<file path="src/rtl/cpu_types_pkg.sv">
// cpu_types_pkg: shared CPU type definitions.
//   word_t         : 32-bit machine word.
//   ICACHE_SETS    : default frame count of the instruction cache.
//   icache_addr_t  : fetch address split into tag / index / byte offset.
//   icache_frame_t : one direct-mapped frame (valid, tag, data).
//   icache_state_t : instruction cache controller states.
package cpu_types_pkg;

  typedef logic [31:0] word_t;

  localparam int ICACHE_SETS  = 16;
  localparam int ICACHE_IDX_W = $clog2(ICACHE_SETS);
  localparam int ICACHE_TAG_W = 30 - ICACHE_IDX_W;

  typedef struct packed {
    logic [ICACHE_TAG_W-1:0] tag;
    logic [ICACHE_IDX_W-1:0] idx;
    logic [1:0]              bytoff;
  } icache_addr_t;

  typedef struct packed {
    logic                    valid;
    logic [ICACHE_TAG_W-1:0] tag;
    word_t                   data;
  } icache_frame_t;

  typedef enum logic {
    IDLE  = 1'b0,
    FETCH = 1'b1
  } icache_state_t;

endpackage

</file>
<file path="src/rtl/icache.sv">
// icache: direct-mapped, one-word-per-frame instruction cache.
// Hits are served combinationally in IDLE; a miss moves to FETCH, where the
// frame is filled from the memory controller instruction channel.
// Ports:
//   CLK, RST            clock and synchronous active-high reset
//   imemREN, imemaddr   datapath fetch request and byte address
//   flush               invalidate every frame
//   ihit, imemload      hit indication and instruction word to datapath
//   iREN, iaddr         fill request and word address to memory controller
//   iwait, iload        controller wait (low = iload valid) and fill data
//   hit_count           wrapping count of hit cycles since reset
//   miss_count          wrapping count of misses since reset
module icache
  import cpu_types_pkg::*;
#(
  parameter int SETS  = ICACHE_SETS,
  parameter int IDX_W = $clog2(SETS),
  parameter int TAG_W = 30 - IDX_W
) (
  input  logic        CLK,
  input  logic        RST,
  input  logic        imemREN,
  input  logic [31:0] imemaddr,
  input  logic        flush,
  output logic        ihit,
  output logic [31:0] imemload,
  output logic        iREN,
  output logic [31:0] iaddr,
  input  logic        iwait,
  input  logic [31:0] iload,
  output logic [31:0] hit_count,
  output logic [31:0] miss_count
);

  icache_state_t     state_r, state_next_s;
  logic [SETS-1:0]   valid_r;
  logic [TAG_W-1:0]  tag_r  [SETS];
  word_t             data_r [SETS];
  word_t             fill_addr_r;
  logic              flush_pend_r;
  logic [31:0]       hit_count_r, miss_count_r;

  logic [IDX_W-1:0]  look_idx_s, fill_idx_s;
  logic [TAG_W-1:0]  look_tag_s, fill_tag_s;
  logic              hit_s, miss_s, fill_done_s;

  assign look_idx_s = imemaddr[IDX_W+1:2];
  assign look_tag_s = imemaddr[31:IDX_W+2];
  assign fill_idx_s = fill_addr_r[IDX_W+1:2];
  assign fill_tag_s = fill_addr_r[31:IDX_W+2];

  // Lookup and miss detection; a flush cycle in IDLE neither hits nor misses.
  always_comb begin
    hit_s       = 1'b0;
    miss_s      = 1'b0;
    fill_done_s = 1'b0;
    if (state_r == IDLE && imemREN && !flush) begin
      hit_s  = valid_r[look_idx_s] && (tag_r[look_idx_s] == look_tag_s);
      miss_s = !hit_s;
    end else if (state_r == FETCH) begin
      // Only the first iwait-low cycle is captured: we leave FETCH right after.
      fill_done_s = !iwait;
    end else begin
      hit_s  = 1'b0;
      miss_s = 1'b0;
    end
  end

  // Next-state and output decode.
  always_comb begin
    state_next_s = state_r;
    ihit         = 1'b0;
    imemload     = 32'd0;
    iREN         = 1'b0;
    iaddr        = 32'd0;
    case (state_r)
      IDLE: begin
        ihit     = hit_s;
        imemload = hit_s ? data_r[look_idx_s] : 32'd0;
        if (miss_s) begin
          state_next_s = FETCH;
        end else begin
          state_next_s = IDLE;
        end
      end
      FETCH: begin
        // The controller cannot abort a started fetch, so the request is
        // held until data returns regardless of the datapath address.
        iREN  = 1'b1;
        iaddr = fill_addr_r;
        if (fill_done_s) begin
          state_next_s = IDLE;
        end else begin
          state_next_s = FETCH;
        end
      end
      default: begin
        state_next_s = IDLE;
      end
    endcase
  end

  // State, fill address and performance counters.
  always_ff @(posedge CLK) begin
    if (RST) begin
      state_r      <= IDLE;
      fill_addr_r  <= 32'd0;
      hit_count_r  <= 32'd0;
      miss_count_r <= 32'd0;
    end else begin
      state_r <= state_next_s;
      if (hit_s) begin
        hit_count_r <= hit_count_r + 32'd1;
      end
      if (miss_s) begin
        miss_count_r <= miss_count_r + 32'd1;
        fill_addr_r  <= imemaddr & 32'hFFFF_FFFC;
      end
    end
  end

  // Valid bits and deferred flush. A flush seen during FETCH (including the
  // completion cycle) lets the fill finish but leaves every frame invalid.
  always_ff @(posedge CLK) begin
    if (RST) begin
      valid_r      <= '0;
      flush_pend_r <= 1'b0;
    end else begin
      case (state_r)
        IDLE: begin
          if (flush) begin
            valid_r <= '0;
          end
        end
        FETCH: begin
          if (fill_done_s) begin
            if (flush_pend_r || flush) begin
              valid_r      <= '0;
              flush_pend_r <= 1'b0;
            end else begin
              valid_r[fill_idx_s] <= 1'b1;
            end
          end else if (flush) begin
            flush_pend_r <= 1'b1;
          end
        end
        default: begin
          valid_r      <= '0;
          flush_pend_r <= 1'b0;
        end
      endcase
    end
  end

  // Tag and data arrays are not reset; a reset during FETCH suppresses the write.
  always_ff @(posedge CLK) begin
    if (!RST && fill_done_s) begin
      tag_r[fill_idx_s]  <= fill_tag_s;
      data_r[fill_idx_s] <= iload;
    end
  end

  assign hit_count  = hit_count_r;
  assign miss_count = miss_count_r;

endmodule

</file>
<file path="config.mk">
export PLATFORM = sky130hd
export DESIGN_NAME = icache
export DESIGN_NICKNAME = d
export VERILOG_FILES = /design/src/rtl/cpu_types_pkg.sv /design/src/rtl/icache.sv
export SDC_FILE = /design/constraint.sdc
export NUM_CORES = 1
export LEC_CHECK = 0
export ABC_CLOCK_PERIOD_IN_PS = 5700
export BUFFER_PORTS_ARGS = -buffer_cell sky130_fd_sc_hd__buf_2
export CAP_MARGIN = 10
export CELL_PAD_IN_SITES_DETAIL_PLACEMENT = 1
export CELL_PAD_IN_SITES_GLOBAL_PLACEMENT = 1
export CORE_UTILIZATION = 31
export DETAILED_ROUTE_END_ITERATION = 8
export PLACE_DENSITY_LB_ADDON = 0.2
export SLEW_MARGIN = 20
export SYNTH_ARGS = -nofsm -noshare
export SYNTH_HDL_FRONTEND = slang
export SYNTH_SLANG_ARGS = --single-unit
</file>
<file path="constraint.sdc">
create_clock -name CLK -period 5.7 [get_ports CLK]
set_input_delay 0 -clock CLK [delete_from_list [all_inputs] [get_ports CLK]]
set_output_delay 0 -clock CLK [all_outputs]
set_load 0.1 [all_outputs]
</file>
# Yosys cells after proc, flatten, opt, wreduce, memory -nomap -nowiden
# Memory sizes are Yosys's and may differ from the RTL's.
# Index checks and enable logic that the tools add are counted.
[word_totals] ramBits=928 register_bits=112 mem_count=2 wordCells=57 input_bits=69 out_inout_bits=130
[memory_table] name="data_r" depth=16 width=32 read_ports=1 rd_clocked_by_memory_dff=0 write_ports=1 line_no="icache.sv:38" text="word_t data_r [SETS];"
[memory_table] name="tag_r" depth=16 width=26 read_ports=1 rd_clocked_by_memory_dff=0 write_ports=1 line_no="icache.sv:37" text="logic [TAG_W-1:0] tag_r [SETS];"
[op_classes] n_addsub=2 mux=25 reduce_logical=13 order_cmp=3 bitwise_logic=2 eq_ne=4
[op_table] operator="32-bit 2-to-1 mux" count=3
[op_table] operator="32-bit by 1-bit adder with 32-bit output, second input constant" count=2
[op_table] operator="16-bit 2-to-1 mux" count=3
[op_table] operator="16-bit one-hot mux with 2 select lines" count=1
[op_table] operator="26-bit equality test" count=1
[op_table] operator="16-bit OR" count=1
[op_table] operator="1-bit 2-to-1 mux" count=15
[op_table] operator="4-bit by 5-bit < comparator with 1-bit output, second input constant" count=2
[op_table] operator="1-bit logical AND" count=5
[op_table] operator="1-bit binary-select mux with 4-bit select" count=1
[op_table] operator="1-bit demux with 4-bit select" count=1
[op_table] operator="4-bit by 1-bit >= comparator with 1-bit output, second input constant" count=1
[op_table] operator="1-bit zero test" count=4
[op_table] operator="2-bit by 1-bit inequality test with 1-bit output, second input constant" count=2
[op_table] operator="3-bit AND reduction" count=1
[op_table] operator="2-bit inequality test, second input constant" count=1
[op_table] operator="1-bit one-hot mux with 2 select lines" count=1
[op_table] operator="2-bit AND reduction" count=1
[op_table] operator="2-bit nonzero test" count=1
[op_table] operator="1-bit logical OR" count=1
[op_table] operator="1-bit inverter" count=1

# Logic depth before layout (Yosys ltp)
[logic_depth] ltp_word=8 depth_mapped=17 depth_no_buf=9

# Worst setup path after synthesis
# No wires, ideal clock.
[synth_path] path_type="register -> register" from="register state_r" to="memory data_r[12][0] in the netlist's numbering (enable)" stages_incl_launch_ff=5 path_buffers=0 t_arrival_ns=5.550 setup_ns=0.545 slack_ns=-0.395 required_time_ns=5.155 synth_period_minus_slack_ns=6.095 cell_sequence="dfxtp_1 > nand2b_1 > nor2_1 > nand3_1 > nor3_1"
[synth_via] elab_chain_len=7 elab_cells_between_ends=8 cone_classes="mux: 4; bitwise: 1; reduce/logical: 3"
[synth_lines] element="start, declared" line_no="icache.sv:35" text="icache_state_t state_r, state_next_s;"
[synth_lines] element="start signal, assigned" line_no="icache.sv:111" text="state_r <= state_next_s;"
[synth_lines] element="1-bit inverter"
[synth_lines] element="1-bit logical AND (2 in series)" line_no="icache.sv:57" text="if (state_r == IDLE && imemREN && !flush) begin"
[synth_lines] element="1-bit 2-to-1 mux *" line_no="icache.sv:57"
[synth_lines] element="1-bit logical AND *" line_no="icache.sv:157" text="if (!RST && fill_done_s) begin"
[synth_lines] element="1-bit 2-to-1 mux *" line_no="icache.sv:157"
[synth_lines] element="1-bit 2-to-1 mux (not written as such) *" line_no="icache.sv:159" text="data_r[fill_idx_s] <= iload;"
[synth_lines] element="end, declared" line_no="icache.sv:38"
# Mark *: on every way between the ends. The rest lies on a longest branch, timed or not.

# Worst setup path in the final report
[layout_path] from="memory tag_r[11][3] in the netlist's numbering" to="output imemload[3]"
[layout_via] elab_chain_len=6
[layout_lines] element="start, declared" line_no="icache.sv:37"
[layout_lines] element="memory read 16 x 26 bit"
[layout_lines] element="26-bit equality test" line_no="icache.sv:58" text="hit_s = valid_r[look_idx_s] && (tag_r[look_idx_s] == look_tag_s);"
[layout_lines] element="1-bit logical AND" line_no="icache.sv:58"
[layout_lines] element="1-bit 2-to-1 mux" line_no="icache.sv:57"
[layout_lines] element="32-bit 2-to-1 mux" line_no="icache.sv:79" text="imemload = hit_s ? data_r[look_idx_s] : 32'd0;"
[layout_lines] element="32-bit 2-to-1 mux" line_no="icache.sv:76" text="case (state_r)"
[layout_lines] element="end, declared" line_no="icache.sv:26" text="output logic [31:0] imemload,"
# Every way passes these cells.

==> qor.csv <==
stage,metric,value,unit
route,drt total wl,113000,um
synth,Post-Syn Area,41100,sq um
route,wire per inst,26.1,um
floorplan,I/O pin cnt,199,
floorplan,Starting Density,31.3,%
place,Port Buf Inserts,194,
finish,layout cells sized above 1,28.0,%
route,via count,21700,
floorplan,Core Area,132000,sq um
finish,Seq. cell area,30100,sq um
critical_path,startpoint types,flop,
timing,fin crit period,5.01,ns
clock_tree,post-CTS resize count,0,
clock_tree,clk slew on worst S/H paths,0.06,ns
synth,async set-reset flop share out of synthesis,0,%
power_and_ir_drop,Pleak,0.0165,uW
critical_path,"Max FO, Critical Path",23,
critical_path,"Req. time, crit path",5.70,ns
route,initial DRC count,1371,
floorplan,die width,366,um
timing,unrepaired setup endpoints after global routing,false,
synth,Synth top area share,67.7,%
power_and_ir_drop,Worst VDD drop,0.000254,V
place,gpl congestion,0.735,
finish,Final nets,2541,
hold_path,min-delay worst type,input pin to flop,
synth,Yosys cell types,63,
grt,largest net degree at the start of global routing,134,
clock_tree,CTS tree,built,
synth,number of flops mapped to enable cells by yosys,928,
grt,gr ovfl total,0,
finish,Area growth syn-to-layout,18.6,%
timing,Setup Skew,0.0216,ns
timing,Final Max Tran Viols,0,
timing,Final Hold Violating Endpoints,0,
route,first-pass iteration count of the detailed router,5,
finish,Layout Utilization,37.1,%
run_status,status,finished clean,
job,Max Cap Viol,0,
place,setup slack at placement,1.02,ns
critical_path,critical path endpoint category,output pin,
critical_path,CP Class,flop to output pin,
synth,Yosys top cell by area,edfxtp_1,
critical_path,WP data arrival,5.01,ns
timing,post-route setup slack,0.689,ns
synth,#FFs+latches synth,1040,
timing,# setup viols final,0,
hold_path,min-delay src,imemaddr[5],
clock_tree,post-CTS setup buffer count,0,
critical_path,CP startpoint,tag_r[11][3]$_DFFE_PP_,
clock_tree,clock latency reported for the late side of the worst-skew pair,0.71,ns
finish,"commonest non-fill, non-tap cell in the layout",edfxtp_1,
clock_tree,CTS H-tree lvls,3,
finish,multi-input combinational cell area,10600,sq um
floorplan,# rows,133,
finish,most frequent cells in the layout,"928 x edfxtp_1, 256 x mux4_2, 189 x buf_2",
timing,timing-limited maximum frequency,200,MHz
timing,Final Cycle Share,87.9,%
finish,# fillers,12900,
clock_tree,CTS root buffer,clkbuf_16,
synth,synth warn,0,
grt,initial antenna violation count,5,
grt,global-route wire length before repair,165000,um
power_and_ir_drop,Power Dens Cells,330,nW/um^2
route,DR vias/cell,5.02,
grt,GRT Total Usage,16.8,%
synth,Post-synth top flop,edfxtp_1,
floorplan,Die Ht,366,um
place,DP Wirelength,61400,um
floorplan,Die Area,134000,sq um
synth,Gate Count Post-Synth,2161,
timing,Worst-Margin Slew,1.12,ns
critical_path,R2R Path Start,tag_r[11][3]$_DFFE_PP_,
timing,setup_tns,0,ns
synth,register area share after synthesis,73.2,%
clock_tree,Max Buffers Root-to-Sink,3,
route,"antenna viol nets, final",0,
clock_tree,CTS Sinks,1040,
timing,Slew HR,25.4,%
synth,Syn Area/Cell,19.0,sq um
grt,vias in the first global route,23600,
clock_tree,CTS Buf Count,111,
synth,"top cells by area, synth","edfxtp_1 68%, mux4_2 14%, dfxtp_1 5.4%, mux2i_1 1.6%, nor2b_1 0.97%",
route,DRC viols,0,
[per-stage QoR]
| step | hold WS (ns) | std cells | area [sq um] | total power, uW |
|---|---|---|---|---|
| final | 0.126 | 4320 | 48800 | 16100 |
| after global routing | 0.118 | 4320 | 48800 | 16600 |
| after CTS | 0.0564 | 4319 | 48800 | 16300 |
| after detailed placement | 0.299 | 4045 | 44600 | 9230 |
| after global placement | 0.294 | 4045 | 44600 | 9210 |
| after floorplan | 0.0989 | 2162 | 41200 | 8950 |
[final timing paths]
| kind | endpoint | slack [ns] | cells past startpoint |
|---|---|---|---|
| hold reg to reg | valid_r[14]$_SDFFE_PP0P_ | 0.47 | 2 |
| setup / recovery | imemload[3] | 0.69 | 10 |
| setup reg to reg | state_r$_SDFF_PP0_ | 1.43 | 11 |
| hold / removal | fill_addr_r[5]$_SDFFE_PP0P_ | 0.13 | 4 |
[synth_stat cells, types with 33 or more instances]
library cell and n:
edfxtp_1 928, mux4_2 256, dfxtp_1 112, nand2_1 101, nor2_1 79, a21oi_1 75
mux2i_1 65, nor2b_1 64, clkbuf_1 59, and2_1 37, nand3_1 35, buf_2 33
[cells by family after synthesis]
| kind of cell | synth area share (%) |
|---|---|
| other | 0.00912 |
| and+or+nand+nor | 5.59 |
| AOI/OAI and AO/OA | 2.56 |
| DFF | 73.2 |
| muxes | 16.4 |
| adders and majority gates | 0.0608 |
| buffers and inverters | 1.43 |
| xor gates and xnor gates | 0.766 |
[layer usage]
metal / wire [um] / global-route usage [%] / share of wire (%) / up-vias
met4: 2640 / 4.67 / 2.3 / 6
li1: - / - / - / 9379
met3: 4080 / 2.63 / 3.6 / 161
met5: 43 / 0 / 0.038 / -
met1: 50200 / 22.5 / 44 / 11700
met2: 56000 / 28.4 / 50 / 404
[power breakdown]
part | internal [uW] | total, uW | switching (uW) | leakage (uW)
clock | 4070 | 7040 | 2970 | 0.00172
combinational | 309 | 733 | 424 | 0.00497
sequential | 8300 | 8360 | 54.2 | 0.00978
total | 12700 | 16100 | 3450 | 0.0165
[area by class of cell]
class                   instances  area share, %
diodes                          1        0.00513
well taps                    1755           4.50
repair buffers                317           4.76
flip-flops and latches       1040           61.7
clock inverters                50          0.764
inverters                       7         0.0538
clock buffers                 157           6.49
multi-input cells             993           21.7
[critical path, cell delays in order (launching register included)]
cell and delay, ns:
edfxtp_1 0.37, mux4_2 0.49, mux2i_1 0.17, xor2_1 0.31, a21oi_1 0.16, or4_1 0.43, or4_4 0.62, or3_2 0.81
buf_12 0.28, nor2b_1 0.16, buf_2 0.44
[flip-flops by register name, summed over array words and instances (netlist names)]
signal,count
tag_r,416
miss_count,32
state_r,1
data_r,512
fill_addr_r,30
hit_count,32
valid_r,16
flush_pend_r,1
[repair_timing]
action	in CTS	in global routing
hold endpoints to repair	594	0
hold buffers	67	0
endpoints found under the setup margin	0	0
Power figures use the tool's default switching activity.
